File: src/rtl/mux_sel_stream_if.sv
// Bundle of channel inputs, select/control and the valid/ready output beat of mux_sel_stream.
// master drives the sources and consumes the beat; slave is the mux itself.
interface mux_sel_stream_if #(
    parameter int WIDTH    = 8,
    parameter int CHANNELS = 8
);
    localparam int SEL_W = $clog2(CHANNELS);

    logic [CHANNELS*WIDTH-1:0] in_data;
    logic [SEL_W-1:0]          sel;
    logic                      mode;
    logic                      en;
    logic                      out_ready;
    logic [WIDTH-1:0]          out_data;
    logic [SEL_W-1:0]          out_ch;
    logic                      out_valid;
    logic                      sel_err;

    modport master (
        output in_data, sel, mode, en, out_ready,
        input  out_data, out_ch, out_valid, sel_err
    );

    modport slave (
        input  in_data, sel, mode, en, out_ready,
        output out_data, out_ch, out_valid, sel_err
    );
endinterface

File: src/rtl/mux_sel_stream.sv
// N-channel registered mux with a valid/ready output stage and a round-robin scan mode
// that takes DWELL loads from each channel before moving to the next.
//
// state  | meaning
// IDLE   | en low: no loads, a pending beat waits for the consumer
// DIRECT | loads come from the channel named by sel
// SCAN   | loads come from the internal pointer, advanced every DWELL loads
module mux_sel_stream #(
    parameter int WIDTH    = 8,
    parameter int CHANNELS = 8,
    parameter int DWELL    = 4
) (
    input logic             clk,
    input logic             rst_n,
    mux_sel_stream_if.slave bus
);
    localparam int SEL_W = $clog2(CHANNELS);
    localparam int DW_W  = (DWELL > 1) ? $clog2(DWELL) : 1;

    typedef enum logic [1:0] {IDLE, DIRECT, SCAN} state_t;

    state_t           state;
    state_t           state_next;
    logic [WIDTH-1:0] chan [CHANNELS];
    logic [SEL_W-1:0] ptr;
    logic [SEL_W-1:0] ptr_cur;
    logic [SEL_W-1:0] ptr_adv;
    logic [SEL_W-1:0] ch;
    logic [DW_W-1:0]  dwell;
    logic [DW_W-1:0]  dwell_cur;
    logic             dwell_last;
    logic             sel_bad;
    logic             free;
    logic             load;
    logic [WIDTH-1:0] data_q;
    logic [SEL_W-1:0] ch_q;
    logic             valid_q;
    logic             err_q;

    for (genvar i = 0; i < CHANNELS; i++) begin : g_chan
        assign chan[i] = bus.in_data[i*WIDTH +: WIDTH];
    end

    // With a power-of-two channel count every select code is a real channel.
    if ((2 ** SEL_W) > CHANNELS) begin : g_sel_chk
        assign sel_bad = bus.sel > SEL_W'(CHANNELS - 1);
    end else begin : g_sel_ok
        assign sel_bad = 1'b0;
    end

    always_ff @(posedge clk or negedge rst_n) begin
        if (!rst_n) begin
            state <= IDLE;
        end else begin
            state <= state_next;
        end
    end

    always_comb begin
        state_next = IDLE;
        ptr_cur    = '0;
        dwell_cur  = '0;
        ch         = bus.sel;
        if (bus.en) begin
            state_next = bus.mode ? SCAN : DIRECT;
        end
        // Entering scan behaves as if pointer and dwell were both zero.
        if (state == SCAN) begin
            ptr_cur   = ptr;
            dwell_cur = dwell;
        end
        if (bus.mode) begin
            ch = ptr_cur;
        end
    end

    assign free       = !valid_q || bus.out_ready;
    assign load       = bus.en && free && !(!bus.mode && sel_bad);
    assign dwell_last = (dwell_cur == DW_W'(DWELL - 1));
    assign ptr_adv    = (ptr_cur == SEL_W'(CHANNELS - 1)) ? '0 : ptr_cur + SEL_W'(1);

    always_ff @(posedge clk or negedge rst_n) begin
        if (!rst_n) begin
            data_q  <= '0;
            ch_q    <= '0;
            valid_q <= 1'b0;
            err_q   <= 1'b0;
            ptr     <= '0;
            dwell   <= '0;
        end else begin
            err_q <= bus.en && free && !bus.mode && sel_bad;
            if (load) begin
                data_q  <= chan[ch];
                ch_q    <= ch;
                valid_q <= 1'b1;
            end else if (bus.out_ready) begin
                valid_q <= 1'b0;
            end
            if (!(bus.en && bus.mode)) begin
                ptr   <= '0;
                dwell <= '0;
            end else if (load) begin
                if (dwell_last) begin
                    ptr   <= ptr_adv;
                    dwell <= '0;
                end else begin
                    ptr   <= ptr_cur;
                    dwell <= dwell_cur + DW_W'(1);
                end
            end
        end
    end

    assign bus.out_data  = data_q;
    assign bus.out_ch    = ch_q;
    assign bus.out_valid = valid_q;
    assign bus.sel_err   = err_q;
endmodule

File: src/flat_wrapper.sv
// flat-port wrapper written by rule: the top's interface ports become plain ports
module mux_sel_stream_flat 
#(
    parameter int WIDTH    = 8,
    parameter int CHANNELS = 8,
    parameter int DWELL    = 4
)
  (clk, rst_n, bus_in_data, bus_sel, bus_mode, bus_en, bus_out_ready, bus_out_data, bus_out_ch, bus_out_valid, bus_sel_err);
  mux_sel_stream_if #(.WIDTH(WIDTH), .CHANNELS(CHANNELS)) bus_i ();
  input logic clk;
  input logic rst_n;
  input wire logic [$bits(bus_i.in_data)-1:0] bus_in_data;
  input wire logic [$bits(bus_i.sel)-1:0] bus_sel;
  input wire logic [$bits(bus_i.mode)-1:0] bus_mode;
  input wire logic [$bits(bus_i.en)-1:0] bus_en;
  input wire logic [$bits(bus_i.out_ready)-1:0] bus_out_ready;
  output wire logic [$bits(bus_i.out_data)-1:0] bus_out_data;
  output wire logic [$bits(bus_i.out_ch)-1:0] bus_out_ch;
  output wire logic [$bits(bus_i.out_valid)-1:0] bus_out_valid;
  output wire logic [$bits(bus_i.sel_err)-1:0] bus_sel_err;
  assign bus_i.in_data = bus_in_data;
  assign bus_i.sel = bus_sel;
  assign bus_i.mode = bus_mode;
  assign bus_i.en = bus_en;
  assign bus_i.out_ready = bus_out_ready;
  assign bus_out_data = bus_i.out_data;
  assign bus_out_ch = bus_i.out_ch;
  assign bus_out_valid = bus_i.out_valid;
  assign bus_sel_err = bus_i.sel_err;
  mux_sel_stream #(.WIDTH(WIDTH), .CHANNELS(CHANNELS), .DWELL(DWELL)) u_core (.clk(clk), .rst_n(rst_n), .bus(bus_i));
endmodule
File: config.mk
export PLATFORM = sky130hd
export DESIGN_NAME = mux_sel_stream_flat
export DESIGN_NICKNAME = d
export VERILOG_FILES = /design/src/rtl/mux_sel_stream_if.sv /design/src/rtl/mux_sel_stream.sv /design/src/flat_wrapper.sv
export SDC_FILE = /design/constraint.sdc
export NUM_CORES = 1
export LEC_CHECK = 0
export ABC_AREA = 1
export CORE_MARGIN = 2
export CORE_UTILIZATION = 44
export CTS_CLUSTER_SIZE = 20
export DETAILED_ROUTE_END_ITERATION = 12
export PLACE_DENSITY_LB_ADDON = 0.3
export SLEW_MARGIN = 20
export SYNTH_ARGS = -nofsm -noshare
export SYNTH_HDL_FRONTEND = slang
export SYNTH_SLANG_ARGS = --single-unit
export TNS_END_PERCENT = 1
File: constraint.sdc
create_clock -name clk -period 3.66 [get_ports clk]
set_input_delay 0.732 -clock clk [delete_from_list [all_inputs] [get_ports clk]]
set_output_delay 0.732 -clock clk [all_outputs]
set_load 0.005 [all_outputs]
**Word-level counts from Yosys, hierarchy flattened**

Cells that the tools add are included.

- Register bits after elaboration: 19
- Latch bits: 0
- RAM bits: 0
- ROM bits: 0
- Memories kept: 0

- Add/subtract/negate cells: 2
- $mul: 0
- Divide/modulo/power cells: 0
- $lt $le $gt $ge: 1
- Eq/ne operators: 4
- Shift-type cells: 0
- Multiplexer cells: 17
- Bitwise operators: 1
- Reductions and logical operators: 5

Operator list:

| operator | number |
|---|---|
| $bmux W8 S3 | 1 |
| $mux W3 | 6 |
| $mux W8 | 2 |
| $mux W2 | 6 |
| $eq A2 B2 Y1 const B | 2 |
| $ge A4 B4 Y1 const B | 1 |
| $not A3 Y4 | 1 |
| $add A3 B1 Y3 const B | 1 |
| $eq A3 B3 Y1 const B | 1 |
| $add A2 B1 Y2 const B | 1 |
| $logic_and A1 B1 Y1 | 2 |
| $mux W1 | 2 |
| $ne A2 B1 Y1 const B | 1 |
| $reduce_bool A2 Y1 | 1 |
| $logic_not A1 Y1 | 1 |
| $logic_or A1 B1 Y1 | 1 |

**Depth between registers and ports, before layout**

- Word-level depth: 7
- Depth in mapped cells: 10
- Mapped depth without buffers: 9

**Worst setup path before layout**

Ideal clock, no wire load.

- Path type: in2reg
- From: input port bus_mode
- To: register u_core.data_q[6] (netlist: u_core.bus.out_data[6])
- Data arrival time: 1.590 ns
- Data required time: 3.536 ns
- Path slack: 1.946 ns
- Cell stages on the path: 9
- Path through: buf_6 -> or2_4 -> nand2_4 -> inv_4 -> buf_6 -> nand3_2 -> nand2_1 -> nand2_1 -> nand3_1

- Word-level cells in the longest chain between the ends: 5

Ends and longest elaborated chain:

| what | RTL line | source |
|---|---|---|
| start, declared | flat_wrapper.sv:14 | `input wire logic [$bits(bus_i.mode)-1:0] bus_mode;` |
| $mux W3 | mux_sel_stream.sv:72 | `if (bus.mode) begin` |
| $not A3 Y4 (implied by the code) | mux_sel_stream.sv:93 | `data_q <= chan[ch];` |
| $bmux W8 S3 | mux_sel_stream.sv:93 |  |
| $mux W8 (implied by the code) (2 in series) | mux_sel_stream.sv:93 |  |
| end signal, assigned | mux_sel_stream.sv:93 |  |
| end, declared | mux_sel_stream.sv:35 | `logic [WIDTH-1:0] data_q;` |

No other way between the ends. The select of a mux whose other input is x is not followed.
A chain may end at the register's enable or synchronous reset.

**Final worst setup path**

- From: input port bus_mode
- To: register u_core.data_q[7] (netlist: u_core.bus.out_data[7])

Same word-level chain as after synthesis.

==> results.txt <==
root buffer cell -> clkbuf_8
Reg power frac -> 38.7%
CP most frequent cell -> nand2_1
die area -> 4399 µm²
vias in the first global route -> 1765
#FFs+latches synth -> 19
Slew headroom -> 43.79%
hold_buf cts -> 0
Avg Inst Size Synth -> 6.425 µm²
leakage power -> 1.269 nW
FF-to-FF End -> u_core.bus.out_data[7]$_DFFE_PN0P_
CTS tree -> built
Tmin final -> 2.552 ns
delay-heaviest family, CP -> simple AND/OR/NAND/NOR gates
Via density -> 5.150
drt first pass iters -> 5
Critical path buffers and inverters -> 1
crit start category -> input pin
number of nets still failing antenna checks after routing -> 0
Post-Syn Instances -> 266
run status -> completed
layout cells sized above 1 -> 5.015%
Worst EP required -> 3.80 ns
Clk pwr share -> 22.8%
cell taking the most area after synthesis -> nand3_1
worst hold margin -> 0.5014 ns
register area -> 475.5 µm²
crit end category -> flop
max-cap viol count -> 0
clock sink total -> 19
Layout Area Growth over Synthesis -> 48.68%
die height -> 66.33 µm
Slowest cell on crit path -> clkdlybuf4s50_1
register area share after synthesis -> 27.82%
initial DRC count -> 175
non-filler cells, final -> 387
Residual DRC -> 0
area share of the largest cell type after synthesis -> 28.70%
hold path endpoint -> u_core.bus.out_data[5]$_DFFE_PN0P_
Final Hold Fails -> 0
worst path cell trace -> clkdlybuf4s50_1, nand4_4, nand2_2, nand2_1, nand3_2, nand2_1, nand2_1, nand3_1
number of gates resized after CTS -> 0
TritonCTS Buffers -> 3
RR Startpoint -> u_core.state[0]$_DFF_PN0_
Gate power share -> 38.4%
setup_tns -> 0 ns
Synth cell types -> 27
via total after detailed routing -> 1993
worst stage delay on the critical path -> 0.69 ns
Max Slew Vio Count -> 0
worst hold path type -> flop to flop
I/O Buffers -> 83
total track usage -> 23.20%
Worst VDD drop -> 0.1424 mV
HP Start -> u_core.bus.out_data[5]$_DFFE_PN0P_
largest net degree at the start of global routing -> 34
Post-CTS Setup Bufs -> 0
Clock Path Buffers -> 2
dominant cells by area after synthesis -> nand3_1 29%, dfrtp_1 28%, nand2_1 12%
RSZ-0062 raised after global routing -> false
most frequent cells in the layout -> 98 x nand3_1, 83 x clkdlybuf4s50_1, 53 x nand2_1, 47 x inv_1, 19 x dfrtp_1
post-synth net total -> 341
flop2flop setup slack -> 1.83 ns
Worst EP arrival -> 2.69 ns
Worst Tran Pin Value -> 0.8405 ns
Synth Warn # -> 0
die width -> 66.33 µm
commonest non-fill, non-tap cell in the layout -> nand3_1
Cells after DPL -> 383
H-tree levels -> 1
final critical-path share of the clock period -> 69.71%
Core ar. -> 3689 µm²
final setup vio count -> 0
DP Wirelength -> 3.792 mm
reg2reg path depth -> 8
Sw Pwr -> 184.2 µW
starting density of the core -> 46.34%
n_diodes -> 0
gpl congestion -> 0.9000
Pint -> 454.3 µW
synthesized area -> 1709 µm²
FP Rows -> 22
multi-input logic area -> 939.7 µm²
grt ovf -> 0
Highest Clock Rate -> 391.9 MHz
first-pass GRT wire length -> 8.079 mm
drt total wl -> 4.848 mm
Final #Nets -> 415
# fillers -> 336
Post-Route Skew -> 0.0008123 ns
Sw Ratio -> 28.85%
CP max FO -> 33
critical path class -> input pin to flop
clock latency on the worst-skew pair -> 0.25 ns
initial antenna violation count -> 0
drt wl/cell -> 12.53 µm
pwr/cell area -> 251.3 nW/µm²
CTS clock-pin slew for the worst setup and hold paths -> 0.07 ns
WHS Path Cells -> 2
I/O Pins -> 85
## area by class of cell
class / count / share of cell area [%]
well taps: 48 / 2.363
clock buffers: 4 / 1.773
inverters: 48 / 7.189
repair buffers: 84 / 32.99
flip-flops and latches: 19 / 18.71
multi-input cells: 184 / 36.98
## logic make-up (layout without fill, tap and decap cells)
kind of cell    after synthesis  after routing  share of synthesized area (%)
simple gates                167            167                          47.22
buf+inv                      63            136                          17.20
flops                        19             19                          27.82
compound gates               11             11                          4.173
fa+ha+maj                     3              3                          2.196
other cells                   1              1                         0.2194
xor+xnor                      1              1                         0.5125
mux                           1              1                         0.6588
## stage by stage
stage,setup slack (ns),utilization (%),cell area (µm²),total power [mW]
6_report,1.109,68.89,2541,0.6386
3_5_place_dp,0.8309,67.67,2496,0.4967
5_1_grt,0.8957,68.89,2541,0.6748
4_1_cts,1.091,68.89,2541,0.6383
2_1_floorplan,1.946,-,1709,0.3581
3_3_place_gp,0.9052,67.67,2496,0.4929
## routing by layer
layer,vias to the layer above,share of wire (%),track usage (%)
li1,1002,-,-
met3,4,7.6,2.385
met2,96,49,38.50
met4,0,0.99,5.357
met1,891,43,32.25
met5,-,0,0
## synthesized netlist by cell type (all sizes together)
cell type,instances
o21ai,6
o22ai,2
mux2,1
conb,1
nand3,100
or2,2
nand4,1
nor2,6
inv,48
o211ai,1
a21oi,2
clkbuf,3
ha,3
xor2,1
dfrtp,19
nand2,58
buf,12
## worst min-delay path, cell delays in order (launching register included)
cell,delay (ns)
dfrtp_1,0.34
nand2_1,0.06
nand3_1,0.07
## registers in the layout, summed over array words and instances (netlist names)
signal,flops
u_core.dwell,2
u_core.bus.out_valid,1
u_core.ptr,3
u_core.bus.out_ch,3
u_core.bus.out_data,8
u_core.state,2
## worst max path at each step
stage	start	to	slack [ns]	depth (start not counted)
after floorplan	bus_mode	u_core.bus.out_data[6]$_DFFE_PN0P_	1.95	9
after CTS	bus_mode	u_core.bus.out_data[7]$_DFFE_PN0P_	1.09	8
after global placement	bus_mode	u_core.bus.out_data[7]$_DFFE_PN0P_	0.91	8
after detailed placement	bus_mode	u_core.bus.out_data[7]$_DFFE_PN0P_	0.83	8
after global routing	bus_mode	u_core.bus.out_data[6]$_DFFE_PN0P_	0.90	8
final	bus_mode	u_core.bus.out_data[7]$_DFFE_PN0P_	1.11	8
## power groups by stage
stage          Sequential, mW  Combinational [mW]  Clock [mW]
2_1_floorplan           0.251               0.107           0
3_3_place_gp            0.250               0.243           0
3_5_place_dp            0.251               0.245           0
4_1_cts                 0.247               0.247       0.144
5_1_grt                 0.249               0.272       0.154
6_report                0.247               0.245       0.146
(Power assumes the default switching activity.)
